## config.mk

```make
export PLATFORM = sky130hd
export DESIGN_NAME = load_ext_ctrl
export DESIGN_NICKNAME = d
export VERILOG_FILES = /design/src/rtl/load_ext_ctrl.sv
export SDC_FILE = /design/constraint.sdc
export NUM_CORES = 1
export LEC_CHECK = 0
export CORE_MARGIN = 5
export CORE_UTILIZATION = 40
export DETAILED_ROUTE_END_ITERATION = 8
export HOLD_SLACK_MARGIN = 0.12
export PLACE_DENSITY = 0.74
export SETUP_SLACK_MARGIN = 0.3
export SKIP_CTS_REPAIR_TIMING = 1
export SYNTH_ARGS = -nofsm -noshare
export SYNTH_HDL_FRONTEND = slang
export SYNTH_SLANG_ARGS = --single-unit
export TNS_END_PERCENT = 50
```

## constraint.sdc

```tcl
create_clock -name clk -period 1.9 [get_ports clk]
set_clock_uncertainty 0.2 [all_clocks]
set_input_delay 0.38 -clock clk [delete_from_list [all_inputs] [get_ports clk]]
set_output_delay 0.38 -clock clk [all_outputs]
set_load 0.01 [all_outputs]
```

## src/rtl/load_ext_ctrl.sv

```systemverilog
`timescale 1ns/1ps
// Load sequencer between MEM stage and data-memory port: issues a word-aligned
// read, waits for ack (with timeout), then extracts and extends the addressed lane.
module load_ext_ctrl #(
  parameter int unsigned TIMEOUT = 255,
  parameter int unsigned CNT_W   = 8
) (
  input  logic        clk,
  input  logic        rst_n,
  input  logic        req,
  input  logic [31:0] addr,
  input  logic [1:0]  size,
  input  logic        uns,
  output logic        mem_req,
  output logic [31:0] mem_addr,
  input  logic        mem_ack,
  input  logic [31:0] mem_rdata,
  output logic        busy,
  output logic        done,
  output logic [31:0] rdata,
  output logic        addr_err,
  output logic        tmo_err
);

  typedef enum logic [1:0] {
    S_IDLE,
    S_WAIT,
    S_RESP
  } state_t;

  localparam logic [CNT_W-1:0] TMO_LAST = CNT_W'(TIMEOUT - 1);

  state_t           state_q;
  logic [CNT_W-1:0] cnt_q;
  logic [1:0]       off_q;
  logic [1:0]       size_q;
  logic             uns_q;
  logic             mem_req_q;
  logic [31:0]      mem_addr_q;
  logic             busy_q;
  logic             done_q;
  logic [31:0]      rdata_q;
  logic             addr_err_q;
  logic             tmo_err_q;

  logic             misaligned;
  logic [7:0]       byte_lane;
  logic [15:0]      half_lane;
  logic [31:0]      rdata_d;

  always_comb begin
    misaligned = 1'b0;
    case (size)
      2'b00:   misaligned = 1'b0;
      2'b01:   misaligned = addr[0];
      default: misaligned = (addr[1:0] != 2'b00);
    endcase
  end

  // Lane extraction uses the offset/size/sign latched at accept, not the live inputs.
  always_comb begin
    byte_lane = mem_rdata[{off_q, 3'b000} +: 8];
    half_lane = mem_rdata[{off_q[1], 4'b0000} +: 16];
    rdata_d   = mem_rdata;
    case (size_q)
      2'b00:   rdata_d = {{24{~uns_q & byte_lane[7]}}, byte_lane};
      2'b01:   rdata_d = {{16{~uns_q & half_lane[15]}}, half_lane};
      default: rdata_d = mem_rdata;
    endcase
  end

  always_ff @(posedge clk or negedge rst_n) begin
    if (!rst_n) begin
      state_q    <= S_IDLE;
      cnt_q      <= '0;
      off_q      <= '0;
      size_q     <= '0;
      uns_q      <= 1'b0;
      mem_req_q  <= 1'b0;
      mem_addr_q <= '0;
      busy_q     <= 1'b0;
      done_q     <= 1'b0;
      rdata_q    <= '0;
      addr_err_q <= 1'b0;
      tmo_err_q  <= 1'b0;
    end else begin
      case (state_q)
        S_IDLE: begin
          if (req) begin
            off_q  <= addr[1:0];
            size_q <= size;
            uns_q  <= uns;
            busy_q <= 1'b1;
            cnt_q  <= '0;
            if (misaligned) begin
              state_q    <= S_RESP;
              done_q     <= 1'b1;
              addr_err_q <= 1'b1;
              rdata_q    <= '0;
            end else begin
              state_q    <= S_WAIT;
              mem_req_q  <= 1'b1;
              mem_addr_q <= {addr[31:2], 2'b00};
            end
          end
        end
        S_WAIT: begin
          // Ack takes priority over a timeout expiring on the same cycle.
          if (mem_ack) begin
            rdata_q   <= rdata_d;
            mem_req_q <= 1'b0;
            done_q    <= 1'b1;
            state_q   <= S_RESP;
          end else if (cnt_q == TMO_LAST) begin
            rdata_q   <= '0;
            mem_req_q <= 1'b0;
            tmo_err_q <= 1'b1;
            done_q    <= 1'b1;
            state_q   <= S_RESP;
          end else begin
            cnt_q <= cnt_q + 1'b1;
          end
        end
        S_RESP: begin
          done_q     <= 1'b0;
          addr_err_q <= 1'b0;
          tmo_err_q  <= 1'b0;
          busy_q     <= 1'b0;
          state_q    <= S_IDLE;
        end
        default: begin
          state_q   <= S_IDLE;
          mem_req_q <= 1'b0;
          busy_q    <= 1'b0;
          done_q    <= 1'b0;
        end
      endcase
    end
  end

  assign mem_req  = mem_req_q;
  assign mem_addr = mem_addr_q;
  assign busy     = busy_q;
  assign done     = done_q;
  assign rdata    = rdata_q;
  assign addr_err = addr_err_q;
  assign tmo_err  = tmo_err_q;

endmodule

```

==> results of run 1 <==
[synthesized netlist by cell type, drive strengths merged]
cell type  instances
a2111oi            1
a211o              8
a21o               8
a21oi             18
a221o             16
a222oi             7
a2bb2oi            1
a41oi              1
and3b              8
buf                9
clkbuf            12
conb               1
dfrtp             82
ha                 2
inv               10
mux2              31
mux2i              1
nand2             26
nand3              3
nand3b             1
nand4              2
nor2               6
nor2b             12
nor3               3
nor3b              3
nor4               2
o2111ai            2
o211ai             1
o21ai             20
o22ai              1
o2bb2ai            8
o31a               1
o31ai              5
or2                2
or3                2
or4                5
[power by group]
part	switching, W	internal (W)
combinational	0.00178	0.00230
sequential	0.000451	0.00249
clock	0.000638	0.000873
[sequential cells by signal, indices dropped and copies added, names as in the netlist]
| register | count |
|---|---|
| addr_err | 1 |
| busy | 1 |
| cnt_q | 8 |
| done | 1 |
| mem_addr | 30 |
| mem_req | 1 |
| off_q | 2 |
| rdata | 32 |
| size_q | 2 |
| state_q | 2 |
| tmo_err | 1 |
| uns_q | 1 |
[metal layers]
layer / track usage / share of wire
met5: 0 / 0
met4: 0.0502 / 0.013
met3: 0.0584 / 0.076
met2: 0.321 / 0.53
met1: 0.243 / 0.38
[path summary, 6_finish.rpt]
path,cells after the start,end,start
worst max-delay path,6,rdata[23],size[0]
worst min-delay path,3,size_q[1],size[1]
worst max register to register,5,rdata[23],size_q[0]
worst min register to register,1,rdata[5],rdata[5]
max in group asynchronous,3,mem_addr[2],rst_n
min in group asynchronous,2,mem_addr[16],rst_n
[worst max-delay path: stages]
cell	delay (ns)
clkdlybuf4s50_1	0.54
nor2_4	0.07
nor3_2	0.25
o211ai_1	0.17
buf_12	0.19
a221o_2	0.39
[final cells by class]
| type | count | area share |
|---|---|---|
| multi-input combinational | 209 | 0.283 |
| clock inverter | 6 | 0.0183 |
| sequential | 82 | 0.326 |
| timing repair buffer | 187 | 0.325 |
| tap | 111 | 0.0221 |
| inverter | 10 | 0.00596 |
| clock buffer | 9 | 0.0197 |
[cells by family (layout without fill, tap and decap cells)]
logic type,Yosys count,after routing,share of synthesized area
AOI/OAI and AO/OA,98,98,0.202
DFF,82,82,0.545
and+or+nand+nor,75,75,0.113
muxes,32,32,0.0954
buffers and inverters,31,212,0.0369
adders and majority gates,2,2,0.00665
other,1,2,0.000996
[through the flow]
step | hold slack, ns | area [um2]
3_3_place_gp | 0.0889 | 5560
3_5_place_dp | 0.0923 | 5560
2_1_floorplan | -0.116 | 3840
5_1_grt | 0.266 | 6300
4_1_cts | -0.294 | 5800
6_report | 0.248 | 6300
==> impl_metrics.csv, run 1 <==
group,metric,value,unit
cts,clockRootBuffer,"clkbuf_8",
logic_synthesis,yosys.area.top_type_share,0.545,
sta,fin_tns_setup,-0.999,ns
logic_synthesis,synth_top_area_cell,"dfrtp_1",
sta,period_share,1.04,
logic_synthesis,syn_inst,321,
routing,wirelength,11500,um
place,io_buffers,137,
floorplan,dieWidth,107,um
layout,final_common_cell,"dfrtp_1",
cts,clock_latency,0.34,ns
global_routing,grt_max_degree,42,
place,dp_cells,586,
layout,syn_to_final_growth,67.3,%
floorplan,start_util,0.409,
routing,via_count,3366,
global_routing,grt_first_pass_wirelength,17500,um
sta,finalMaxSlewViolations,0,
logic_synthesis,yosysSeqAreaShare,0.545,
place,preCtsSetupSlack,-0.574,ns
sta,relSlewSlack,0.579,
routing,drc,0,
layout,fin_util,0.685,
logic_synthesis,synthTopCellsByArea,"dfrtp_1 (55%), mux2_2 (9.3%), a221o_2 (3.0%)",
sta,period_needed,1.98,ns
pwr,ir_drop,0.000750,V
routing,drt_iter0_drc,159,
global_routing,gr-total-overflow,0,
floorplan,io_pins,140,
logic_synthesis,ys_ff_latch,82,
layout,register_area,2060,um2
floorplan,core,9200,um2
setup_path,cp_max_fo,27,
routing,avgRoutedWirePerCell,18.7,um
floorplan,fp.dieArea,11500,um2
layout,drive_above_1_share,0.292,
setup_path,worstPathRequired,1.92,ns
cts,tritoncts,"built",
cts,clockBufferDepth,2,
place,dpl.hpwl,8170,um
setup_path,worstPathArrival,2.00,ns
setup_path,cp-start-kind,"input port",
pwr,powerDensity,1360,nW/um2
logic_synthesis,synth_cell_types,44,
place,globalplace.congestion,0.886,
global_routing,antenna_found_initial,0,
global_routing,grt_pass1_vias,3375,
global_routing,grtUsageTotal,0.192,
setup_path,crit_type,"input port to flop",
cts,clkSlewWorstSetupHoldPaths,0.08,ns
floorplan,die_h,107,um
min_path,hp-class,"input port to flop",
cts,cts_buffers,9,
layout,fill_cells,668,
sta,finalHoldViolCount,0,
sta,tightest_slew,0.631,ns
routing,drtAntennaViolNets,0,
run_status,violations,"setup timing",
logic_synthesis,syn-cell-area,3760,um2
run_status,outcome,"finished with violations",
routing,first_pass_iters,5,
flow_run,max-cap-violations,0,
sta,rsz0062_at_grt,"yes",
layout,antenna_cells,0,
cts,htreeDepth,3,
cts,cts_sinks,82,
sta,max_freq,0.506,GHz
routing,viasPerCell,5.48,
pwr,finalPower,0.00854,W
layout,multi_input_area,1780,um2
sta,setup_ws,-0.0779,ns
layout,layout.nets,572,
pwr,p_leak,3.57,nW
layout,stdcell_count,614,
logic_synthesis,synth.avg_cell_area,11.7,um2
setup_path,rrSetupSlack,-0.07,ns
logic_synthesis,yosys_warnings,0,
floorplan,rows,35,
layout,final_cell_mix,"dfrtp_1 (79), dlymetal6s2s_1 (70), clkdlybuf4s50_1 (66), buf_4 (36), mux2_2 (31)",
sta,setup_violations,19,
setup_path,cp-end-kind,"flop",
(Power assumes the default switching activity.)
==> run 2: changes to the inputs <==
- SLEW_MARGIN: not set -> 5
==> results of run 2 <==
The final DEF is identical to that of run 1; final timing and power are the same.
==> run 3: changes to the inputs <==
- GPL_ROUTABILITY_DRIVEN: not set -> 0
==> results of run 3 <==
The final DEF is identical to that of run 1; final timing and power are the same.
